`config.mk`:
```
export PLATFORM = sky130hd
export DESIGN_NAME = systolic_feed_sequencer
export DESIGN_NICKNAME = d
export VERILOG_FILES = /design/src/rtl/systolic_feed_sequencer.sv
export SDC_FILE = /design/constraint.sdc
export NUM_CORES = 1
export LEC_CHECK = 0
export CAP_MARGIN = 20
export CORE_ASPECT_RATIO = 0.8
export CORE_MARGIN = 4
export CORE_UTILIZATION = 57
export CTS_CLUSTER_DIAMETER = 50
export DETAILED_ROUTE_END_ITERATION = 10
export GPL_ROUTABILITY_DRIVEN = 0
export GPL_TIMING_DRIVEN = 1
export PLACE_DENSITY = 0.79
export SETUP_SLACK_MARGIN = 0.2
export SLEW_MARGIN = 0
export SYNTH_ARGS = -nofsm -noshare
export SYNTH_HDL_FRONTEND = slang
export SYNTH_SLANG_ARGS = --single-unit
```
`constraint.sdc`:
```
create_clock -name clk -period 13.7 [get_ports clk]
set_clock_uncertainty 0.1 [all_clocks]
set_input_delay 1.37 -clock clk [delete_from_list [all_inputs] [get_ports clk]]
set_output_delay 1.37 -clock clk [all_outputs]
set_load 0.005 [all_outputs]
```
`src/rtl/systolic_feed_sequencer.sv`:
```
// Systolic feed sequencer: streams one 4x4 A/W tile pair into the MAC array.
// Optional completed-pass counter enabled by defining SEQ_TILE_COUNT_EN.
module systolic_feed_sequencer #(
  parameter int DW           = 8,
  parameter int DRAIN_CYCLES = 11
) (
  input  logic          clk,
  input  logic          rst,
  input  logic          start,
  input  logic          abort,
  input  logic          ld_en,
  input  logic          ld_sel,
  input  logic [1:0]    ld_row,
  input  logic [4*DW-1:0] ld_data,
  output logic [DW-1:0] a_row0,
  output logic [DW-1:0] a_row1,
  output logic [DW-1:0] a_row2,
  output logic [DW-1:0] a_row3,
  output logic [DW-1:0] w_col0,
  output logic [DW-1:0] w_col1,
  output logic [DW-1:0] w_col2,
  output logic [DW-1:0] w_col3,
  output logic          array_wen,
  output logic          array_run,
  output logic          busy,
  output logic          done,
  output logic          ld_err,
  output logic [4:0]    step_cnt,
  output logic [15:0]   tile_count
);

  typedef enum logic [1:0] {
    S_IDLE,
    S_FEED,
    S_DRAIN,
    S_DONE
  } state_t;

  localparam logic [4:0] FEED_LAST  = 5'd6;
  localparam logic [4:0] DRAIN_LAST = 5'(6 + DRAIN_CYCLES);

  state_t state_q, state_d;
  logic [4:0] step_q, step_d;
  logic [3:0][3:0][DW-1:0] a_q, a_d;
  logic [3:0][3:0][DW-1:0] w_q, w_d;
  logic [3:0][DW-1:0] af_q, af_d;
  logic [3:0][DW-1:0] wf_q, wf_d;
  logic wen_q, wen_d;
  logic run_q, run_d;
  logic busy_q, busy_d;
  logic done_q, done_d;
  logic err_q, err_d;
  logic feed_on;

  // Tile write path; the next-tile value also feeds step 0 on a same-edge load.
  always_comb begin
    a_d = a_q;
    w_d = w_q;
    if (state_q == S_IDLE && ld_en) begin
      if (ld_sel) w_d[ld_row] = ld_data;
      else        a_d[ld_row] = ld_data;
    end
  end

  // Pass sequencing: next state, step index and array controls.
  always_comb begin
    state_d = state_q;
    step_d  = step_q;
    wen_d   = 1'b0;
    run_d   = 1'b0;
    done_d  = 1'b0;
    feed_on = 1'b0;
    err_d   = ld_en && (state_q != S_IDLE);
    if (abort) begin
      state_d = S_IDLE;
      step_d  = '0;
    end else begin
      unique case (state_q)
        S_IDLE: begin
          step_d = '0;
          if (start) begin
            state_d = S_FEED;
            feed_on = 1'b1;
            wen_d   = 1'b1;
            run_d   = 1'b1;
          end
        end
        S_FEED: begin
          run_d  = 1'b1;
          step_d = step_q + 5'd1;
          if (step_q == FEED_LAST) begin
            state_d = S_DRAIN;
          end else begin
            feed_on = 1'b1;
            wen_d   = 1'b1;
          end
        end
        S_DRAIN: begin
          run_d  = 1'b1;
          step_d = step_q + 5'd1;
          if (step_q == DRAIN_LAST) begin
            state_d = S_DONE;
            done_d  = 1'b1;
          end
        end
        S_DONE: begin
          state_d = S_IDLE;
          step_d  = '0;
        end
        default: begin
          state_d = S_IDLE;
          step_d  = '0;
        end
      endcase
    end
    busy_d = (state_d != S_IDLE);
  end

  // Skewed diagonal select: element (i,k) enters at step i+k.
  always_comb begin
    af_d = '0;
    wf_d = '0;
    if (feed_on) begin
      for (int i = 0; i < 4; i++) begin
        for (int k = 0; k < 4; k++) begin
          if (int'(step_d) == i + k) begin
            af_d[i] = a_d[i][k];
            wf_d[i] = w_d[k][i];
          end
        end
      end
    end
  end

  // State, tile storage and registered outputs.
  always_ff @(posedge clk or posedge rst) begin
    if (rst) begin
      state_q <= S_IDLE;
      step_q  <= '0;
      a_q     <= '0;
      w_q     <= '0;
      af_q    <= '0;
      wf_q    <= '0;
      wen_q   <= 1'b0;
      run_q   <= 1'b0;
      busy_q  <= 1'b0;
      done_q  <= 1'b0;
      err_q   <= 1'b0;
    end else begin
      state_q <= state_d;
      step_q  <= step_d;
      a_q     <= a_d;
      w_q     <= w_d;
      af_q    <= af_d;
      wf_q    <= wf_d;
      wen_q   <= wen_d;
      run_q   <= run_d;
      busy_q  <= busy_d;
      done_q  <= done_d;
      err_q   <= err_d;
    end
  end

`ifdef SEQ_TILE_COUNT_EN
  logic [15:0] cnt_q;

  // Completed-pass counter, bumped at the end of each DONE cycle.
  always_ff @(posedge clk or posedge rst) begin
    if (rst)                     cnt_q <= '0;
    else if (state_q == S_DONE)  cnt_q <= cnt_q + 16'd1;
  end

  assign tile_count = cnt_q;
`else
  assign tile_count = '0;
`endif

  assign a_row0    = af_q[0];
  assign a_row1    = af_q[1];
  assign a_row2    = af_q[2];
  assign a_row3    = af_q[3];
  assign w_col0    = wf_q[0];
  assign w_col1    = wf_q[1];
  assign w_col2    = wf_q[2];
  assign w_col3    = wf_q[3];
  assign array_wen = wen_q;
  assign array_run = run_q;
  assign busy      = busy_q;
  assign done      = done_q;
  assign ld_err    = err_q;
  assign step_cnt  = step_q;

endmodule
```
==> impl_metrics.py <==
metrics = {
    "status": {
        "status": "completed",
    },
    "critical_path": {
        "worstSetupPathType": "in -> reg",
        "cp-startpoint": "abort",
        "crit_chain": "clkdlybuf4s50_1, nor2b_1, nor3_1, o31a_2, buf_4, a221oi_1, nor3_1, a31o_1",
        "arrival_ns": 4.45,
        "crit_family": "buffers and inverters",
        "crit_buf_inv": 2,
        "reg2reg_from": "step_cnt[0]",
        "crit_required_ns": 14.05,
        "cpMostUsedCell": "nor3_1",
        "critPathSlowestCell": "clkdlybuf4s50_1",
        "cp-end-kind": "flip-flop",
        "cp_slowest_stage_delay_ns": 0.63,
        "cp_max_fo": 30,
        "startpoint_type": "input pin",
    },
    "timing": {
        "fmax_mhz": 244,
        "finalHoldViolCount": 0,
        "setup_viol": 0,
        "maxSlewViolCount": 0,
        "fin_tns_setup_ns": 0,
        "max_slew_margin_pct": 30.2,
        "layout_setup_ws_ns": 9.61,
        "final_min_period_over_clock_period_pct": 29.9,
        "rsz0062_at_grt": "no",
        "fin_crit_ns": 4.09,
        "worst_slew_pin_slew_ns": 1.04,
    },
    "power_and_ir_drop": {
        "clockPowerShare_pct": 27.5,
        "ir_worst_vdd_uv": 97.4,
        "leakage_nw": 6.82,
        "combPwrFrac_pct": 27.8,
        "power_density_nw_per_um2": 204,
        "switchingPower_uw": 952,
        "power_frac_seq_pct": 44.7,
        "internal_power_mw": 2.40,
        "swShare_pct": 28.4,
    },
    "logic_synthesis": {
        "synthMuxAreaShare_pct": 20.5,
        "synth.avg_cell_area_um2": 13.3,
        "synth_compound_area_share_pct": 7.45,
        "synthSimpleGateAreaFrac_pct": 8.08,
        "synth.distinct_cells": 56,
        "synthCells": 1055,
        "synth_area_um2": 14000,
        "yosys_warnings": 0,
        "synthArstFlopShare_pct": 100,
        "synth_ff_type": "dfrtp_1",
        "yosysSeqAreaShare_pct": 59.2,
        "synth_xor_area_share_pct": 0.250,
        "ys_seq_elements": 332,
        "synth-edff-count": 0,
        "synth_adder_area_share_pct": 0.624,
        "synth_top_family_by_area": "multiplexers",
    },
    "clock_tree": {
        "post-cts-setup-buffers": 0,
        "numCtsBuffers": 34,
        "cts_tree": "yes",
        "cts_num_sinks": 332,
        "ctsResizeCount": 0,
        "cts_buffer_depth": 3,
        "clockRootBuffer": "clkbuf_16",
        "clk_pin_slew_worst_paths_ns": 0.06,
        "hold_buffers": 0,
        "insertion_delay_ns": 0.51,
        "htreeDepth": 2,
    },
    "layout": {
        "drive_gt1_share_pct": 30.3,
        "area_growth_syn_to_layout_pct": 17.2,
        "nets": 1197,
        "antenna_cells": 0,
    },
    "route": {
        "first_iter_violations": 941,
        "dr.pass1.iters": 4,
        "post_drt_wl_per_cell_um": 23.9,
        "drcViolationCount": 0,
        "drtAntennaViolNets": 0,
        "post_drt_via_cell_ratio": 6.09,
        "vias": 9092,
        "finalWirelength_um": 35600,
    },
    "worst_hold_path": {
        "hp-start": "w_q[90]",
        "hp-class": "reg -> reg",
    },
    "floorplan": {
        "die_x_um": 183,
        "io-pin-count": 130,
        "die_y_um": 148,
        "rows": 51,
        "dieArea_um2": 27200,
        "core_um2": 24300,
        "start_util_pct": 57.7,
    },
    "global_route": {
        "grt_max_degree": 143,
        "grt_overflow": 0,
        "antenna_found_initial": 1,
        "grt_pass1_wl_um": 55400,
        "grt_pass1_vias": 9543,
        "grt_use_total_pct": 26.3,
    },
    "placed_design": {
        "place_ws_ns": 9.16,
        "hpwl_um": 21000,
        "io_buffer_count": 113,
    },
    "run": {
        "maxCapViolations": 0,
    },
}
[Yosys cell counts, types with 2 or more instances]
library cell	instances	area [um2]
clkbuf_1	17	63.8
a21oi_1	37	185
a31o_2	4	35.0
nor3_2	2	20.0
nand2b_1	25	156
and4b_1	8	80.1
buf_4	34	255
o221ai_1	2	17.5
a41oi_1	18	158
a22oi_1	3	22.5
buf_2	30	150
buf_6	4	45.0
a31o_1	8	70.1
a221oi_1	10	87.6
o2bb2ai_1	15	131
inv_1	7	26.3
xnor2_1	2	17.5
nor3_1	16	80.1
nor2b_1	10	62.6
dfrtp_1	332	8310
o211a_1	2	20.0
nor3b_2	4	50.1
nand3_1	3	15.0
a221oi_2	9	135
a31oi_1	5	31.3
nand2_1	119	447
o21bai_1	3	22.5
a32o_1	2	20.0
ha_1	7	87.6
nor2_1	33	124
and3_1	4	25.0
mux2_2	255	2870
xor2_1	2	17.5
[area by class of cell]
type                       instances  area (um2)
fill                            1723        7860
tap                              318         398
timing repair buffer             129        1290
multi-input combinational        646        5310
clock inverter                     7        67.6
inverter                           7        33.8
clock buffer                      53        1050
sequential                       332        8310
[logic make-up (layout without fill, tap and decap cells)]
group,Yosys count,after routing
flip-flops,332,332
multiplexers,256,256
AO/OA/AOI/OAI,130,130
buffers and inverters,92,196
XOR/XNOR,4,4
other,1,16
AND/OR/NAND/NOR,233,233
adder cells (fa/ha/maj),7,7
[through the flow]
step           cells  hold WS, ns  utilization [%]  cell area (um2)  power, mW
4_1_cts         1490        0.395             67.4            16400       3.36
3_5_place_dp    1430        0.373             62.9            15300       2.43
3_3_place_gp    1430        0.367             62.9            15300       2.37
2_1_floorplan   1070        0.355                -            14100       2.16
6_report        1492        0.394             67.7            16500       3.35
5_1_grt         1492        0.403             67.7            16500       3.52
[power by group through the flow]
stage                     combinational [mW]  sequential [mW]  clock [mW]
after floorplan                        0.683             1.48           0
after global placement                 0.879             1.49           0
after detailed placement               0.912             1.51           0
after CTS                              0.925             1.50       0.932
after global routing                    1.01             1.54       0.972
final                                  0.931             1.50       0.921
[sequential cells by signal (all words and copies together) (netlist names), 2 cells and up]
register / count
a_q: 128
w_q: 128
a_row0: 8
a_row1: 8
a_row2: 8
a_row3: 8
w_col0: 8
w_col1: 8
w_col2: 8
w_col3: 8
step_cnt: 5
state_q: 2
[placed cells by master, fill, tap and decap left out, drive strengths merged, types with 8 or more instances in the layout]
cell type,synthesis,routed
inv,7,9
nor2,33,33
nand2b,25,25
a31o,12,12
o2bb2ai,15,15
dfrtp,332,332
a41oi,18,18
a21oi,37,37
nor2b,10,10
clkbuf,17,53
nand2,119,119
conb,1,16
nor3,18,18
buf,68,16
a221oi,19,19
clkdlybuf4s50,0,113
and4b,8,8
mux2,256,256
[metal layers]
layer,up-vias,track usage [%],routed length [um]
met5,-,0,7
met4,2,8.30,1020
met3,87,4.87,2340
met2,355,40.2,16300
met1,4766,38.8,15900
li1,3882,-,-
[path summary, 6_finish.rpt]
check	endpoint	slack (ns)	cells past startpoint
min	w_q[90]	0.39	1
max	w_col1[1]	9.61	8
min reg2reg	w_q[90]	0.39	1
min in group asynchronous	w_col0[7]	1.35	2
max reg2reg	w_col1[1]	10.16	9
max in group asynchronous	a_q[57]	10.09	4
Power figures use the tool's default switching activity.
